<file path="src/rtl/onewire_ctrl.sv">
`default_nettype none
// -----------------------------------------------------------------------------
// onewire_ctrl - 1-wire master sequencer: bus reset/presence and read/write slots
// Rev 1.0
// -----------------------------------------------------------------------------
module onewire_ctrl #(
    parameter int CLK_DIV = 50,
    parameter int T_RSTL  = 480,
    parameter int T_RSTH  = 480,
    parameter int T_RSTP  = 70,
    parameter int T_DAT1  = 6,
    parameter int T_DATS  = 15,
    parameter int T_DAT0  = 60,
    parameter int T_REC   = 5
) (
    input  logic       clk,
    input  logic       rstn,
    input  logic       cmd_vld,
    output logic       cmd_rdy,
    input  logic [1:0] cmd_op,
    input  logic [7:0] cmd_dat,
    output logic       rsp_vld,
    output logic [7:0] rsp_dat,
    output logic       rsp_pres,
    output logic       busy,
    output logic       owr_pull,
    input  logic       owr_in
);

    localparam int c_max_t = (T_RSTL > T_RSTH) ? T_RSTL : T_RSTH;
    localparam int c_tw    = $clog2(c_max_t * CLK_DIV);

    localparam logic [c_tw-1:0] c_rstl_end = c_tw'(T_RSTL * CLK_DIV - 1);
    localparam logic [c_tw-1:0] c_rsth_end = c_tw'(T_RSTH * CLK_DIV - 1);
    localparam logic [c_tw-1:0] c_rstp_pt  = c_tw'(T_RSTP * CLK_DIV);
    localparam logic [c_tw-1:0] c_low_end  = c_tw'(T_DAT1 * CLK_DIV - 1);
    localparam logic [c_tw-1:0] c_data_end = c_tw'((T_DAT0 - T_DAT1) * CLK_DIV - 1);
    // Read sample point is counted from slot start, so offset by the low phase
    localparam logic [c_tw-1:0] c_samp_pt  = c_tw'((T_DATS - T_DAT1) * CLK_DIV);
    localparam logic [c_tw-1:0] c_rec_end  = c_tw'(T_REC * CLK_DIV - 1);

    localparam logic [1:0] c_op_rst  = 2'b00;
    localparam logic [1:0] c_op_bit  = 2'b01;
    localparam logic [1:0] c_op_byte = 2'b10;

    typedef enum logic [2:0] {
        S_IDLE,
        S_RST_LOW,
        S_RST_HIGH,
        S_SLOT_LOW,
        S_SLOT_DATA,
        S_SLOT_REC,
        S_DONE
    } state_t;

    state_t          state_q, state_d;
    logic [c_tw-1:0] timer_q, timer_d;
    logic [1:0]      op_q, op_d;
    logic [7:0]      dat_q, dat_d;
    logic [2:0]      bit_q, bit_d;
    logic [7:0]      shreg_q, shreg_d;
    logic            pres_q, pres_d;
    logic [7:0]      rsp_dat_q, rsp_dat_d;
    logic            rsp_pres_q, rsp_pres_d;
    logic            owr_pull_q, owr_pull_d;
    logic            sync1_q, owr_sync_q;

    // Idle bus floats high, so the synchronizer resets to 1
    always_ff @(posedge clk or negedge rstn) begin
        if (!rstn) begin
            sync1_q    <= 1'b1;
            owr_sync_q <= 1'b1;
        end else begin
            sync1_q    <= owr_in;
            owr_sync_q <= sync1_q;
        end
    end

    always_ff @(posedge clk or negedge rstn) begin
        if (!rstn) begin
            state_q    <= S_IDLE;
            timer_q    <= '0;
            op_q       <= 2'b00;
            dat_q      <= 8'h00;
            bit_q      <= 3'd0;
            shreg_q    <= 8'h00;
            pres_q     <= 1'b0;
            rsp_dat_q  <= 8'h00;
            rsp_pres_q <= 1'b0;
            owr_pull_q <= 1'b0;
        end else begin
            state_q    <= state_d;
            timer_q    <= timer_d;
            op_q       <= op_d;
            dat_q      <= dat_d;
            bit_q      <= bit_d;
            shreg_q    <= shreg_d;
            pres_q     <= pres_d;
            rsp_dat_q  <= rsp_dat_d;
            rsp_pres_q <= rsp_pres_d;
            owr_pull_q <= owr_pull_d;
        end
    end

    always_comb begin
        state_d    = state_q;
        op_d       = op_q;
        dat_d      = dat_q;
        bit_d      = bit_q;
        shreg_d    = shreg_q;
        pres_d     = pres_q;
        rsp_dat_d  = rsp_dat_q;
        rsp_pres_d = rsp_pres_q;
        owr_pull_d = 1'b0;

        case (state_q)
            S_IDLE: begin
                if (cmd_vld) begin
                    op_d    = cmd_op;
                    dat_d   = cmd_dat;
                    bit_d   = 3'd0;
                    shreg_d = 8'h00;
                    pres_d  = 1'b0;
                    case (cmd_op)
                        c_op_rst:            state_d = S_RST_LOW;
                        c_op_bit, c_op_byte: state_d = S_SLOT_LOW;
                        default: begin
                            state_d   = S_DONE;
                            rsp_dat_d = 8'h00;
                        end
                    endcase
                end
            end
            S_RST_LOW: begin
                if (timer_q == c_rstl_end) state_d = S_RST_HIGH;
            end
            S_RST_HIGH: begin
                if (timer_q == c_rstp_pt) pres_d = ~owr_sync_q;
                if (timer_q == c_rsth_end) begin
                    state_d    = S_DONE;
                    rsp_dat_d  = 8'h00;
                    rsp_pres_d = pres_q;
                end
            end
            S_SLOT_LOW: begin
                if (timer_q == c_low_end) state_d = S_SLOT_DATA;
            end
            S_SLOT_DATA: begin
                if (timer_q == c_samp_pt) shreg_d[bit_q] = owr_sync_q;
                if (timer_q == c_data_end) state_d = S_SLOT_REC;
            end
            S_SLOT_REC: begin
                if (timer_q == c_rec_end) begin
                    if (op_q == c_op_byte && bit_q != 3'd7) begin
                        bit_d   = bit_q + 3'd1;
                        state_d = S_SLOT_LOW;
                    end else begin
                        state_d   = S_DONE;
                        rsp_dat_d = (op_q == c_op_byte) ? shreg_q : {7'd0, shreg_q[0]};
                    end
                end
            end
            S_DONE:  state_d = S_IDLE;
            default: state_d = S_IDLE;
        endcase

        // Timer restarts on every state entry and never runs while idle
        if (state_d != state_q || state_q == S_IDLE) timer_d = '0;
        else                                          timer_d = timer_q + 1'b1;

        // Pull is registered off the next state so the pad never sees decode glitches
        case (state_d)
            S_RST_LOW:   owr_pull_d = 1'b1;
            S_SLOT_LOW:  owr_pull_d = 1'b1;
            S_SLOT_DATA: owr_pull_d = ~dat_d[bit_d];
            default:     owr_pull_d = 1'b0;
        endcase
    end

    assign cmd_rdy  = (state_q == S_IDLE);
    assign busy     = (state_q != S_IDLE);
    assign rsp_vld  = (state_q == S_DONE);
    assign rsp_dat  = rsp_dat_q;
    assign rsp_pres = rsp_pres_q;
    assign owr_pull = owr_pull_q;

endmodule
`default_nettype wire

</file>
<file path="config.mk">
export PLATFORM = sky130hd
export DESIGN_NAME = onewire_ctrl
export DESIGN_NICKNAME = d
export VERILOG_FILES = /design/src/rtl/onewire_ctrl.sv
export SDC_FILE = /design/constraint.sdc
export NUM_CORES = 1
export LEC_CHECK = 0
export ABC_AREA = 1
export BUFFER_PORTS_ARGS = -buffer_cell sky130_fd_sc_hd__buf_4
export CORE_UTILIZATION = 45
export DETAILED_ROUTE_END_ITERATION = 10
export GPL_TIMING_DRIVEN = 0
export PLACE_DENSITY = 0.65
export SETUP_SLACK_MARGIN = 0.5
export SYNTH_ARGS = -nofsm -noshare
export SYNTH_HDL_FRONTEND = slang
export SYNTH_SLANG_ARGS = --single-unit
</file>
<file path="constraint.sdc">
create_clock -name clk -period 4.1 [get_ports clk]
set_input_delay 0.615 -clock clk [delete_from_list [all_inputs] [get_ports clk]]
set_output_delay 0.615 -clock clk [all_outputs]
set_load 0.005 [all_outputs]
</file>
# Word-level counts from Yosys, hierarchy flattened

Cells that the tools add are included.

Register bits: 52
Word-level logic and storage cells: 98

$add $sub $neg: 2
Bitwise operators: 2
Magnitude comparators: 3
Equality and inequality tests: 27
Reduce and logical (&&, ||, !) cells: 17
Mux-type cells: 35

Operators with widths:

| cell                                                                     | count |
|---|---|
| 8-bit two-way mux                                                        | 10 |
| 15-bit by 12-bit equality test with 1-bit output (second input constant) | 2 |
| 15-bit by 9-bit equality test with 1-bit output (second input constant)  | 2 |
| 3-bit two-way mux                                                        | 10 |
| 8-bit one-hot mux with 3 select lines                                    | 1 |
| 3-bit one-hot mux with 6 select lines                                    | 1 |
| 8-bit one-hot mux with 2 select lines                                    | 1 |
| 15-bit by 1-bit adder with 15-bit output (second input constant)         | 1 |
| 15-bit equality test (second input constant)                             | 1 |
| 15-bit by 8-bit equality test with 1-bit output (second input constant)  | 1 |
| 15-bit two-way mux                                                       | 1 |
| 2-bit inequality test (second input constant)                            | 7 |
| 3-bit equality test (second input constant)                              | 4 |
| 3-bit one-hot mux with 2 select lines                                    | 2 |
| 3-bit by 2-bit equality test with 1-bit output (second input constant)   | 3 |
| 8-bit bitwise mux                                                        | 1 |
| 3-bit by 4-bit < comparator with 1-bit output (second input constant)    | 2 |
| 3-bit by 1-bit equality test with 1-bit output (second input constant)   | 2 |
| 3-bit AND reduction                                                      | 2 |
| 6-bit AND reduction                                                      | 1 |
| 3-bit nonzero test                                                       | 2 |
| 2-bit equality test (second input constant)                              | 2 |
| 1-bit two-way mux                                                        | 4 |
| 1-bit one-hot mux with 2 select lines                                    | 2 |
| 16 further kinds                                                         | 21 |

# Logic depth before layout (Yosys ltp)

Gate-level depths: netlist of the first run.

Depth after elaboration: 9
Mapped depth: 15
Depth with buffers taken out: 15

# Worst setup path before layout of the first run

OpenSTA, ideal clock, no wires.

Path kind: register to register
From: register bit_q[0]
To: register timer_q[4]
Cell stages (with the launch flop): 12
Setup slack: 2.088 ns
Data arrival time: 1.932 ns
Path through: dfrtp_1 -> ha_1 -> ha_1 -> nor2_1 -> nand3_2 -> nand2_2 -> nand3_2 -> or2_4 -> nand2_2 -> nand3_4 -> buf_6 -> nor3_2

Longest elaborated chain between the ends: 8

Ends and longest elaborated chain:

| element                               | line | RTL |
|---|---|---|
| start: declaration                    | 60   | `logic [2:0] bit_q, bit_d;` |
| start signal: assignment              | 96   | `bit_q <= bit_d;` |
| 3-bit inequality test                 | 154  | `if (op_q == c_op_byte && bit_q != 3'd7) begin` |
| 1-bit logical AND                     | 154  |  |
| 3-bit two-way mux                     | 154  |  |
| 3-bit two-way mux                     | 153  | `if (timer_q == c_rec_end) begin` |
| 3-bit one-hot mux with 6 select lines | 116  | `case (state_q)` |
| net state_d[2]                        | 56   | `state_t state_q, state_d;` |
| 3-bit inequality test                 | 168  | `if (state_d != state_q \|\| state_q == S_IDLE) timer_d = '0;` |
| 1-bit logical OR                      | 168  |  |
| 15-bit two-way mux                    | 168  |  |
| net timer_d[4]                        | 57   | `logic [c_tw-1:0] timer_q, timer_d;` |
| end signal: assignment                | 93   | `timer_q <= timer_d;` |
| end: declaration                      | 57   |  |

The timed path passes the listed nets, and every way through them passes these cells.
A chain may end at the register's enable or synchronous reset.

# Final worst setup path of the first run

From: register bit_q[0]
To: register timer_q[6]

Same word-level chain as after synthesis.

==> metrics.txt, run 1 <==
status finished, final reports clean; WS Path Type flop to flop; ys async rst share 1.00; vias in the first global route 2,234; Yosys warning count 0; layout cells sized above 1 0.218; power per cell area 525 nW/µm²; die width 83.1 µm; Worst EP required 4.33 ns; Startpoint Class flop; Layout Skew 0.00818 ns; routed length per instance 12.6 µm; gr usage total 0.188; Post-synth EDFFs 0; GPL Wtd Cong 0.878; Die H 83.1 µm; Crit Path Max Fanout 10; starting density of the core 0.467; worst hold margin 0.329 ns; # rows 29; max_slew headroom 0.568; final std cells w/o fill 477; Synth Flop Type dfrtp_1; vias after detailed routing 2,390; endpoints failing hold 0; post-synthesis cell area 2960 µm²; Pwr Total 0.00177 W; Hold-fix buffers, CTS 0; number of I/O port buffers 26; depth of the worst register-to-register path 11; Post-Syn Area per Cell 8.10 µm²; Post-Syn Instances 366; largest net degree at the start of global routing 53; pins over their slew limit 0; Seq cells post-synth 52; HP Class input port to async pin; grt total ovfl 0; Syn Nets 386; crit path DAT 2.49 ns; Post-CTS Setup Inserts 0; hpwl dp 4.54 mm; clock root buffer clkbuf_8; P&R area growth vs syn 13.9%; ANT nets after route 0; H-tree level count 2; final wirelength 6.01 mm; Pre-antenna DRT Iters 4; Seq/Total Area, Yosys 0.440; Max Freq 444 MHz; initial drt markers 137; CTS Buffer Depth 2; Cells after DPL 469; Setup crit end kind flop; DRC 0; clk slew on worst S/H paths 0.10 ns; CTS resizes 0; distinct cell type count after synthesis 35; first-pass GRT wire length 10.5 mm; I/O pin total 27; TritonCTS Buffers 5; Final setup viols 0; Final TNS setup 0 ns; Period Utilization, post-route 0.550; maximum vdd drop 351 µV; clock period minus worst slack 2.25 ns; CTS Sinks 52; via-per-instance ratio 5.01; worst skew pair latency 0.31 ns; # diodes 0; initial antenna violation count 0; Max Cap Viol 0; core area 6350 µm²; CTS tree done; die area 6910 µm²; Leakage 1.56 nW; worst slew pin tran 0.649 ns; RSZ-0062 raised after global routing no; Nets 419; Core Util, Final 0.532
-- registers in the layout, indices dropped and copies added, names as in the netlist --
signal	cells
rsp_pres	1
timer_q	15
dat_q	8
bit_q	3
rsp_dat	8
pres_q	1
state_q	3
owr_pull	1
owr_sync_q	1
shreg_q	8
sync1_q	1
op_q	2
-- per-stage QoR --
stage               area [µm²]  setup slack, ns
finish                    3380             1.85
CTS                       3380             1.84
detailed placement        3250             1.85
global route              3380             1.65
global placement          3250             1.90
floorplan                 2960             2.09
-- routing by layer --
| layer | vias up | part of all wire | routed length, µm | track usage |
|---|---|---|---|---|
| met5 | - | 0 | 0 | 0 |
| met3 | 6 | 0.033 | 200 | 0.0338 |
| met4 | 0 | 0.0087 | 52 | 0.0455 |
| met2 | 40 | 0.45 | 2690 | 0.287 |
| li1 | 1252 | - | - | - |
| met1 | 1092 | 0.51 | 3070 | 0.275 |
-- worst paths after layout --
check,slack [ns],end,start
worst max-delay path,1.85,timer_q[6],bit_q[0]
worst max register to register,1.85,timer_q[6],bit_q[0]
max in group asynchronous,3.34,dat_q[5],rstn
worst min register to register,0.36,owr_sync_q,sync1_q
min in group clk,0.36,owr_sync_q,sync1_q
worst min-delay path,0.33,rsp_dat[1],rstn
-- Yosys cell counts, types with 7 or more instances --
library cell / instances / area share
dfrtp_1: 50 / 0.42
inv_2: 8 / 0.010
o21ai_1: 11 / 0.019
nand2_2: 8 / 0.017
nand4_1: 7 / 0.015
nor3_1: 19 / 0.032
nand2_1: 94 / 0.12
nor2_1: 20 / 0.025
o21ai_0: 18 / 0.030
inv_1: 45 / 0.057
nand3_1: 25 / 0.042
nor3_2: 13 / 0.044
-- final cells by class --
type,instances,area [µm²]
Fill cell,594,2970
Sequential cell,52,1300
Timing Repair Buffer,26,195
Clock buffer,6,82.6
Multi-Input combinational cell,256,1420
Buffer,5,40.0
Inverter,53,199
Tap cell,77,96.3
Clock inverter,2,38.8
-- where the power goes --
group / switching (W) / internal [W] / total (W) / leakage, nW
registers: 0.0000571 / 0.000599 / 0.000656 / 0.693
logic: 0.000494 / 0.000251 / 0.000745 / 0.804
clock network: 0.000170 / 0.000200 / 0.000370 / 0.0614
-- layout by cell type, fill, tap and decap left out, drive strengths merged, types with 3 or more instances in the layout --
cell type,Yosys,final
nand2,103,103
inv,53,53
dfrtp,50,50
nor3,32,32
buf,5,31
nand3,29,29
o21ai,29,29
nor2,27,27
nand4,8,8
xor2,6,6
ha,6,6
clkbuf,0,6
a21oi,3,3
-- cells by family after synthesis --
kind of cell,count (synthesis),synth area share
AOI/OAI and AO/OA,37,0.0714
xor gates and xnor gates,8,0.0236
adders and majority gates,6,0.0253
buffers and inverters,58,0.0807
DFF,52,0.440
muxes,1,0.00380
and+or+nand+nor,204,0.355
-- worst max-delay path, stage by stage, from the launching register on --
cell     delay, ns
dfrtp_1       0.47
ha_1          0.24
ha_1          0.18
nor2_1        0.24
nand3_2       0.14
nand2_2       0.11
nand3_2       0.07
or2_4         0.26
nand2_2       0.08
nand3_4       0.10
buf_6         0.18
nor3_2        0.10
No activity file was read; power rests on OpenSTA's default activity.
==> inputs of run 2 (changes only) <==
- clock period: 4.1 -> 2.1 ns (I/O delays scaled with it)
==> metrics.txt, run 2 (synthesized netlist as in run 1, its figures left out) <==
CTS Buffer Depth 2 (unchanged); Cell Chain, Critical Path ha_2, ha_4, nor2_4, nand3_2, nand2_2, nand3_2, or2_4, nand2_2, nand3_4, buf_12, nor3_4; H-tree level count 2 (unchanged); ANT nets after route 0 (unchanged); CP max stage cell dfrtp_2; Startpoint Class flop; hpwl dp 4.57 mm (+0.65%); Leakage 1.77 nW (+14%); endpoints failing hold 0 (unchanged); Final setup viols 0 (unchanged); TritonCTS Buffers 5 (unchanged); Worst EP required 2.34 ns (-1.99 ns); R2R Setup Slk 0.03 ns (-1.82 ns); DRC 0 (unchanged); number of I/O port buffers 26 (unchanged); RSZ-0062 raised after global routing yes; CP top delay family simple AND/OR/NAND/NOR gates; clk slew on worst S/H paths 0.10 ns (about the same); crit path DAT 2.31 ns (-0.18 ns); via-per-instance ratio 5.24 (+4.5%); core area 6350 µm² (unchanged); layout cells sized above 1 0.400 (+0.183); fillers 518 (-13%); CTS Sinks 52 (unchanged); final instance area 3970 µm² (+18%); worst slew pin tran 0.754 ns (+0.106 ns); clock period minus worst slack 2.07 ns (-0.183 ns); vias in the first global route 2,683 (+20%); Worst path max stage delay 0.43 ns (-0.04 ns); gr usage total 0.224 (+0.0368); first-pass GRT wire length 12.4 mm (+19%); P&R area growth vs syn 33.9%; Crit Path Max Fanout 5 (-5); routed length per instance 14.4 µm (+14%); largest net degree at the start of global routing 53 (unchanged); commonest cells after routing, fill and taps aside nand2_1, buf_4, dfrtp_1; # diodes 0 (unchanged); grt total ovfl 0 (unchanged); Period Utilization, post-route 0.986 (+0.437); vias after detailed routing 2,665 (+12%); worst skew pair latency 0.32 ns (about the same); final wirelength 7.33 mm (+22%); max reg flops 15 (unchanged); Nets 451 (+7.6%); Setup crit end kind flop; GPL Wtd Cong 0.907 (+3.3%); Layout Skew 0.0104 ns (+0.00226 ns); die area 6910 µm² (unchanged); power per cell area 1100 nW/µm² (+110%); Hold-fix buffers, CTS 0 (unchanged); WS Path Type flop to flop; # rows 29 (unchanged); pins over their slew limit 0 (unchanged); worst r2r src bit_q[0]; I/O pin total 27 (unchanged); Top reg by flops timer_q; clock root buffer clkbuf_8; maximum vdd drop 940 µV (+170%); Die H 83.1 µm (unchanged); Buf/Inv on CP 1 (unchanged); status finished, final reports clean; Worst Setup SP bit_q[0]; Max Cap Viol 0 (unchanged); max_slew headroom 0.495 (-0.0723); Pre-antenna DRT Iters 4 (unchanged); initial drt markers 161 (+18%); Max Freq 483 MHz (+8.8%); initial antenna violation count 0 (unchanged); CTS tree done; die width 83.1 µm (unchanged); HP Class input port to async pin; commonest non-fill, non-tap cell in the layout nand2_1; DP Area 3290 µm² (+0.96%); starting density of the core 0.467 (unchanged); Final TNS setup 0 ns (unchanged)
-- run 2: what timing repair did --
action	CTS	global route
setup buffers	25	4
gates resized for setup	49	41
pin swaps	13	14
setup endpoints to repair	38	51
cloned	3	0
-- run 2: layout make-up --
| class | instances | area (µm²) | share of cell area |
|---|---|---|---|
| Buffer | 5 | 61.3 | 0.0155 |
| Clock buffer | 6 | 82.6 | 0.0208 |
| Clock inverter | 2 | 13.8 | 0.00347 |
| Inverter | 53 | 204 | 0.0514 |
| Multi-Input combinational cell | 257 | 1710 | 0.432 |
| Sequential cell | 52 | 1310 | 0.331 |
| Tap cell | 77 | 96.3 | 0.0243 |
| Timing Repair Buffer | 57 | 482 | 0.121 |
-- run 2: power breakdown --
part / switching, W / total [W] / internal [W]
registers: 0.000106 / 0.00128 / 0.00118
logic: 0.00143 / 0.00246 / 0.00104
clock network: 0.000350 / 0.000620 / 0.000270
total: 0.00188 / 0.00437 / 0.00248
-- run 2: per-stage QoR --
step	setup slack, ns	power [W]	hold WS [ns]	util	cells
finish	0.0286	0.00437	0.0335	0.625	509
global route	-0.124	0.00463	0.0830	0.625	509
CTS	0.105	0.00408	0.0573	0.595	505
detailed placement	-0.0552	0.00280	0.349	0.517	469
global placement	-0.0129	0.00278	0.347	0.517	469
floorplan	0.253	0.00240	0.0194	-	366
-- run 2: final timing paths --
path,endpoint,cells past startpoint
max reg2reg,timer_q[10],11
min in group clk,sync1_q,1
max in group asynchronous,state_q[1],1
min reg2reg,owr_sync_q,0
min,timer_q[11],1
max,timer_q[10],11
-- run 2: metal layers --
metal / share of wire / track usage / routed length (µm) / vias to the layer above
met5: 0 / 0 / 0 / -
met4: 0.025 / 0.100 / 185 / 0
met3: 0.053 / 0.0447 / 392 / 19
met2: 0.46 / 0.346 / 3340 / 84
met1: 0.47 / 0.306 / 3410 / 1251
li1: - / - / - / 1311
